===== config.mk =====
export PLATFORM = sky130hd
export DESIGN_NAME = gate_bist_ctrl
export DESIGN_NICKNAME = d
export VERILOG_FILES = /design/src/rtl/gate_bist_ctrl.sv
export SDC_FILE = /design/constraint.sdc
export NUM_CORES = 1
export LEC_CHECK = 0
export ABC_AREA = 0
export CORE_MARGIN = 2
export CORE_UTILIZATION = 35
export DETAILED_ROUTE_END_ITERATION = 8
export PLACE_DENSITY_LB_ADDON = 0.15
export SYNTH_ARGS = -nofsm -noshare
export SYNTH_HDL_FRONTEND = slang
export SYNTH_SLANG_ARGS = --single-unit

===== constraint.sdc =====
create_clock -name clk -period 2.3 [get_ports clk]
set_input_delay 0.69 -clock clk [delete_from_list [all_inputs] [get_ports clk]]
set_output_delay 0.69 -clock clk [all_outputs]
set_load 0.005 [all_outputs]

===== src/rtl/gate_bist_ctrl.sv =====
// Self-test controller for the 2-input logic-gate block: sweeps {a,b} through all
// four vectors, checks the seven gate results against a fixed truth table and reports pass/fail.
module gate_bist_ctrl #(
   parameter int SETTLE_CYCLES = 1,
   parameter int NUM_PASSES    = 1,
   parameter int ERR_CNT_W     = 4
) (
   input  logic                 clk,
   input  logic                 rst,
   input  logic                 start,
   output logic                 a,
   output logic                 b,
   input  logic [6:0]           gate_res,
   output logic                 busy,
   output logic                 done,
   output logic                 pass,
   output logic [ERR_CNT_W-1:0] err_count,
   output logic [1:0]           fail_vec,
   output logic [6:0]           fail_mask
);

   localparam int SW = (SETTLE_CYCLES > 1) ? $clog2(SETTLE_CYCLES) : 1;
   localparam int PW = (NUM_PASSES > 1) ? $clog2(NUM_PASSES) : 1;
   localparam logic [SW-1:0] SETTLE_LAST = SW'(SETTLE_CYCLES - 1);
   localparam logic [PW-1:0] PASS_LAST   = PW'(NUM_PASSES - 1);

   typedef enum logic [1:0] {IDLE, SETTLE, SAMPLE, DONE} state_t;

   state_t          state;
   logic [1:0]      vec;
   logic [1:0]      vec_nxt;
   logic [SW-1:0]   settle_cnt;
   logic [PW-1:0]   pass_idx;
   logic [6:0]      expected;
   logic [6:0]      diff;

   // Truth table, bit order {and,or,not(a),nand,nor,xor,xnor}.
   always_comb begin
      expected = 7'h1D;
      case (vec)
         2'b00: expected = 7'h1D;
         2'b01: expected = 7'h3A;
         2'b10: expected = 7'h2A;
         2'b11: expected = 7'h61;
         default: expected = 7'h1D;
      endcase
      diff    = expected ^ gate_res;
      vec_nxt = vec + 2'd1;
   end

   always_ff @(posedge clk) begin
      if (rst) begin
         state      <= IDLE;
         vec        <= '0;
         settle_cnt <= '0;
         pass_idx   <= '0;
         a          <= 1'b0;
         b          <= 1'b0;
         busy       <= 1'b0;
         done       <= 1'b0;
         pass       <= 1'b0;
         err_count  <= '0;
         fail_vec   <= '0;
         fail_mask  <= '0;
      end else begin
         done <= 1'b0;
         case (state)
            IDLE: begin
               if (start) begin
                  state      <= SETTLE;
                  vec        <= '0;
                  pass_idx   <= '0;
                  settle_cnt <= '0;
                  a          <= 1'b0;
                  b          <= 1'b0;
                  busy       <= 1'b1;
                  pass       <= 1'b0;
                  err_count  <= '0;
                  fail_vec   <= '0;
                  fail_mask  <= '0;
               end
            end
            SETTLE: begin
               if (settle_cnt == SETTLE_LAST)
                  state <= SAMPLE;
               else
                  settle_cnt <= settle_cnt + 1'b1;
            end
            SAMPLE: begin
               // err_count never returns to zero within a run, so zero marks the first mismatch.
               if (diff != '0) begin
                  if (err_count != '1)
                     err_count <= err_count + 1'b1;
                  if (err_count == '0) begin
                     fail_vec  <= vec;
                     fail_mask <= diff;
                  end
               end
               if (vec != 2'b11 || pass_idx != PASS_LAST) begin
                  if (vec == 2'b11)
                     pass_idx <= pass_idx + 1'b1;
                  vec        <= vec_nxt;
                  a          <= vec_nxt[1];
                  b          <= vec_nxt[0];
                  settle_cnt <= '0;
                  state      <= SETTLE;
               end else begin
                  busy  <= 1'b0;
                  state <= DONE;
               end
            end
            DONE: begin
               done  <= 1'b1;
               pass  <= (err_count == '0);
               state <= IDLE;
            end
            default: state <= IDLE;
         endcase
      end
   end

endmodule


======== After elaboration in Yosys (flattened, before gate mapping) ========
Index checks and enable logic that the tools add are counted.
cells by class
  bitwise gates (word level) .............. 1
  equal/unequal tests ..................... 16
  add/subtract/negate cells ............... 4
  mux-type cells .......................... 35
  reductions and logical operators ........ 16
operators by type and width
  kind                                           count
  one-hot mux 7 bit (4 select lines)             1
  two-way mux 7 bit                              3
  inequality test 2 bit, second input constant   9
  two-way mux 2 bit                              7
  one-hot mux 7 bit (2 select lines)             1
  two-way mux 4 bit                              3
  AND reduction 4 bit                            3
  two-way mux 1 bit                              10
  one-hot mux 1 bit (2 select lines)             5
  AND reduction 3 bit                            3
  == test 2 bit, second input constant           4
  one-hot mux 2 bit (2 select lines)             2
  one-hot mux 2 bit (4 select lines)             1
  one-hot mux 4 bit (2 select lines)             1
  nonzero test 7 bit                             1
  XOR 7 bit                                      1
  adder 4 x 1 -> 4 bit, second input constant    1
  == test 2 x 1 -> 1 bit, second input constant  2
  zero test 2 bit                                2
  zero test 4 bit                                1
  inequality test 4 bit, second input constant   1
  AND reduction 2 bit                            2
  nonzero test 2 bit                             2
  one-hot mux 1 bit (3 select lines)             1
  4 further kinds                                5
word-level totals
  bits of input ports ..................... 10
  word-level logic and storage cells ...... 84
  bits in registers ....................... 24

======== Depth between registers and ports, before layout ========
Gate-level depths: netlist of run 1.
  depth in word-level cells ............... 6
  mapped depth ............................ 7

======== Worst setup path before layout of run 1 ========
OpenSTA, ideal clock, no wires.
  path kind ............................... reg-to-reg
  from .................................... register vec[1]
  to ...................................... register fail_mask[0]
  data arrival time ....................... 1631 ps
  stages on the path, launching flop included .. 8
  data required time ...................... 2228 ps
  period minus slack after synthesis ...... 1702 ps
  slack ................................... 598 ps
  path buffers ............................ 0
  setup time .............................. 72 ps
  path through ............................ dfxtp_1 > inv_1 > ha_1 > nand2_1 > o22ai_2 > nand4_4 > nand2_4 > mux2i_1
between the ends
  word-level cells in the longest chain between the ends .. 6
  elaborated cells on any way between the ends .. 12
  classes of those cells .................. eq/ne (4); mux (4); bitwise (1); reduce/logical (3)
RTL lines
  item                                                                                 RTL line  RTL
  from (decl)                                                                          30        logic [1:0] vec;
  from (signal assigned)                                                               102       vec <= vec_nxt;
  == test 2 bit (tied with other cells)                                                40        case (vec)
  one-hot mux 7 bit (4 select lines) *                                                 40
  XOR 7 bit *                                                                          47        diff = expected ^ gate_res;
  nonzero test 7 bit or two-way mux 7 bit (tied branches)                              91, 94
  inequality test 2 bit (no line) or two-way mux 7 bit (tied branches)                 -
  AND reduction 4 bit (no line) or one-hot mux 7 bit (2 select lines) (tied branches)  -
  to (signal assigned)                                                                 96        fail_mask <= diff;
  to (decl)                                                                            19        output logic [6:0] fail_mask
Mark *: on every way between the ends. The rest lies on a longest branch, timed or not. The select of a mux whose other input is x is not followed.
A chain may end at the register's enable or synchronous reset.

==> run metrics, run 1 <==
startpoint of the most critical hold path fail_mask[3]$_SDFFE_PP0P_; reg2reg path depth 7; sum of negative setup slack 0 ns; Placement Rows 21; total number of yosys warnings 0; WS Path Type flop to output pin; fraction of met1 tracks used by global routing 16.9%; overall via count from detail_route roughly 1.0k; number of enable-type register cells in the synthesized netlist 0; remaining global-route overflow 0; number of gates resized after cts 0; n_diodes 0; result of the run finished clean; clock skew after layout 0.00574 ns; pin count of the biggest net entering global routing 22; clock-pin slew reported for the worst setup and hold paths after clock tree synthesis about 0.13 ns; Detail Route Antenna Nets 0; maximum single-stage delay on the critical path approximately 0.50 ns; antenna violations before repair 0; DR WL/cell 12.6 um; netlist area before placement 1190 um2; critical path arrival 1.32 ns; chain of cells forming the critical path buf_4 > clkdlybuf4s50_1; Critical path origin vec[1]$_SDFFE_PP0P_; M2 GR Usage between 20% and 30%; total die area between 3000 and 4000 um2; GPL Wtd Cong between 0.7 and 0.8; insertion delay of the later-clocked pin in the worst-skew pair approximately 0.31 ns; most numerous cell in the Yosys netlist sky130_fd_sc_hd__dfxtp_1; Final setup violation count 0; launch instance of the worst register-to-register path vec[0]$_SDFFE_PP0P_; post-route standard cell area excluding fillers 1550 um2; NumNets Final 180; Yosys top cell area share 35.3%; maximum VDD drop ~0.18 mV; max-slew violation total from the final report 0; placed wire-length estimate after detailed placement ~2 mm; Static Leak 0.583 nW; min cycle time layout a little over 2 ns; Num Clock Sinks 21; FFs w/ async S/R, synth 0%; Post-DP Area 1520 um2; Data required, critical path 1.61 ns; top_reg_cell synth sky130_fd_sc_hd__dfxtp_1; number of top-level pins 28; number of storage elements in the synthesis netlist 21; clock root buffer sky130_fd_sc_hd__clkbuf_4; destination of the worst hold path fail_mask[3]$_SDFFE_PP0P_; first-pass GRT wire length roughly 4.6 mm; Cell variety after synth 35; Post-CTS Hold Buffers 0; RSZ-0062 raised after global routing no; transition time at the pin with the least slew margin roughly 0.50 ns; power density relative to cell area 447 nW/um2; overall track demand over capacity in global routing 14.6%; vias in the first global route ~1.1k; H-tree depth reported by CTS 1; port buffer count 27; per-instance average area after synthesis 8.89 um2; layout-stage area growth over the synthesis result 29.8%; kind of start point of the critical path flop; reg-to-reg critical path endpoint fail_mask[2]$_SDFFE_PP0P_; Die Height slightly above 60 um; f_max ~0.50 GHz; max-cap check violation count 0; ranking of synthesized cells by instance count sky130_fd_sc_hd__dfxtp_1, sky130_fd_sc_hd__nand2_1, sky130_fd_sc_hd__nand2b_1; syn nets around 150; Yosys top cell by area sky130_fd_sc_hd__dfxtp_1; setup slack on the worst flop-to-flop path around 0.38 ns; layout cell share with drive strength beyond 1 around 10%; cell with the largest stage delay on the worst path sky130_fd_sc_hd__clkdlybuf4s50_1; sequential share of the synthesized area 35.3%; horizontal die dimension 62.3 um; met3 Usage GRT 3.08%; fill cell count 352; leading post-synthesis cells by cell area sky130_fd_sc_hd__dfxtp_1, sky130_fd_sc_hd__mux2i_1, sky130_fd_sc_hd__nand2b_1; maximum buffer depth of the clock tree 2; number of vias per cell around 5.0; area inside the core boundary between 3000 and 4000 um2; clock tree from TritonCTS yes; initial standard-cell utilization of the core 36.0%; synthesized instance count around 130; buffers inserted during post-CTS setup optimization 0; Detailed Route WL between 2 and 3 mm; DR pass1 iterations 4; Worst Hold Depth 2; Relative slew margins between 60% and 70%; number of hold-slack violations in the final timing report 0; initial DRC count 40; critical path endpoint category output pin; overall power after layout roughly 700 uW; number of CTS-inserted buffers 3; Remaining DRCs 0; gr busiest metal met2; post-route fraction of the period consumed by the critical path 87.5%; Hold Crit Class flop to flop; largest driver fanout on the critical path 7
sequential cells by signal (all words and copies together), names as in the netlist:
name / flops
done: 1
err_count: 4
busy: 1
vec: 2
state: 2
fail_vec: 2
pass_idx: 1
pass: 1
fail_mask: 7
cells in the final DEF, fill, tap and decap left out, types with 2 or more instances in the layout:
cell / count
sky130_fd_sc_hd__nand2_1: 19
sky130_fd_sc_hd__a22oi_1: 2
sky130_fd_sc_hd__xnor2_1: 3
sky130_fd_sc_hd__clkbuf_4: 3
sky130_fd_sc_hd__nor2b_1: 2
sky130_fd_sc_hd__nor3b_1: 2
sky130_fd_sc_hd__o22ai_2: 2
sky130_fd_sc_hd__clkdlybuf4s50_1: 27
sky130_fd_sc_hd__nor2_1: 11
sky130_fd_sc_hd__mux2i_1: 11
sky130_fd_sc_hd__nor3_1: 2
sky130_fd_sc_hd__a21oi_1: 6
sky130_fd_sc_hd__inv_1: 6
sky130_fd_sc_hd__ha_1: 5
sky130_fd_sc_hd__nand2b_1: 16
sky130_fd_sc_hd__a311oi_1: 2
sky130_fd_sc_hd__buf_4: 4
sky130_fd_sc_hd__xor2_1: 3
sky130_fd_sc_hd__dfxtp_1: 21
cell families (layout without fill, tap and decap cells):
group / Yosys count / after routing / share of synthesized area [%]
AND/OR/NAND/NOR: 58 / 58 / 26.4
flip-flops: 21 / 21 / 35.3
AO/OA/AOI/OAI: 20 / 20 / 12.2
multiplexers: 13 / 13 / 12.1
buffers and inverters: 11 / 41 / 4.41
XOR/XNOR: 6 / 6 / 4.41
adder cells (fa/ha/maj): 5 / 5 / 5.25
per-layer routing:
| metal | up-vias | wire length [um] |
|---|---|---|
| met2 | 20 | 1330 |
| li1 | 517 | - |
| met5 | - | 0 |
| met4 | 0 | 40 |
| met1 | 502 | 1160 |
| met3 | 6 | 104 |
worst max-delay path by stage:
stage	cells after the start	slack (ns)	to
2_1_floorplan	7	0.60	fail_mask[0]$_SDFFE_PP0P_
3_3_place_gp	5	0.17	fail_mask[5]$_SDFFE_PP0P_
3_5_place_dp	5	0.08	fail_mask[1]$_SDFFE_PP0P_
4_1_cts	1	0.27	b
5_1_grt	7	0.23	fail_mask[1]$_SDFFE_PP0P_
6_report	2	0.29	a
through the flow:
step	setup WS, ns	hold slack, ns	util (%)	std cells
6_report	0.287	0.484	46.7	210
5_1_grt	0.228	0.508	46.7	210
4_1_cts	0.266	0.487	46.7	210
3_5_place_dp	0.0821	0.468	45.9	206
3_3_place_gp	0.166	0.465	45.9	206
2_1_floorplan	0.598	0.457	-	134
critical path: cells and delay by family (launching register included):
kind                   cells  cell delay (ns)
buffers and inverters      2             0.66
DFF                        1             0.35
where the power goes:
part	total, mW	switching [mW]	internal [mW]
clock	0.190	0.125	0.0650
combinational	0.119	0.0555	0.0634
sequential	0.382	0.0107	0.371
area by class of cell:
class                   count  area [um2]  share of cell area, %
flip-flops and latches     21         420                   27.2
well taps                  46        57.6                   3.72
inverters                   6        22.5                   1.46
clock buffers               3        22.5                   1.46
multi-input cells         102         718                   46.4
clock inverters             1        5.00                  0.324
repair buffers             31         300                   19.4
Power figures use the tool's default switching activity.
==> run 2, diff against run 1 <==
--- a/config.mk
+++ b/config.mk
@@ -6,6 +6,7 @@
 export NUM_CORES = 1
 export LEC_CHECK = 0
 export ABC_AREA = 0
+export CAP_MARGIN = 20
 export CORE_MARGIN = 2
 export CORE_UTILIZATION = 35
 export DETAILED_ROUTE_END_ITERATION = 8
==> results of run 2 <==
Same layout as run 1: the final DEF is identical, and so are final timing and power.
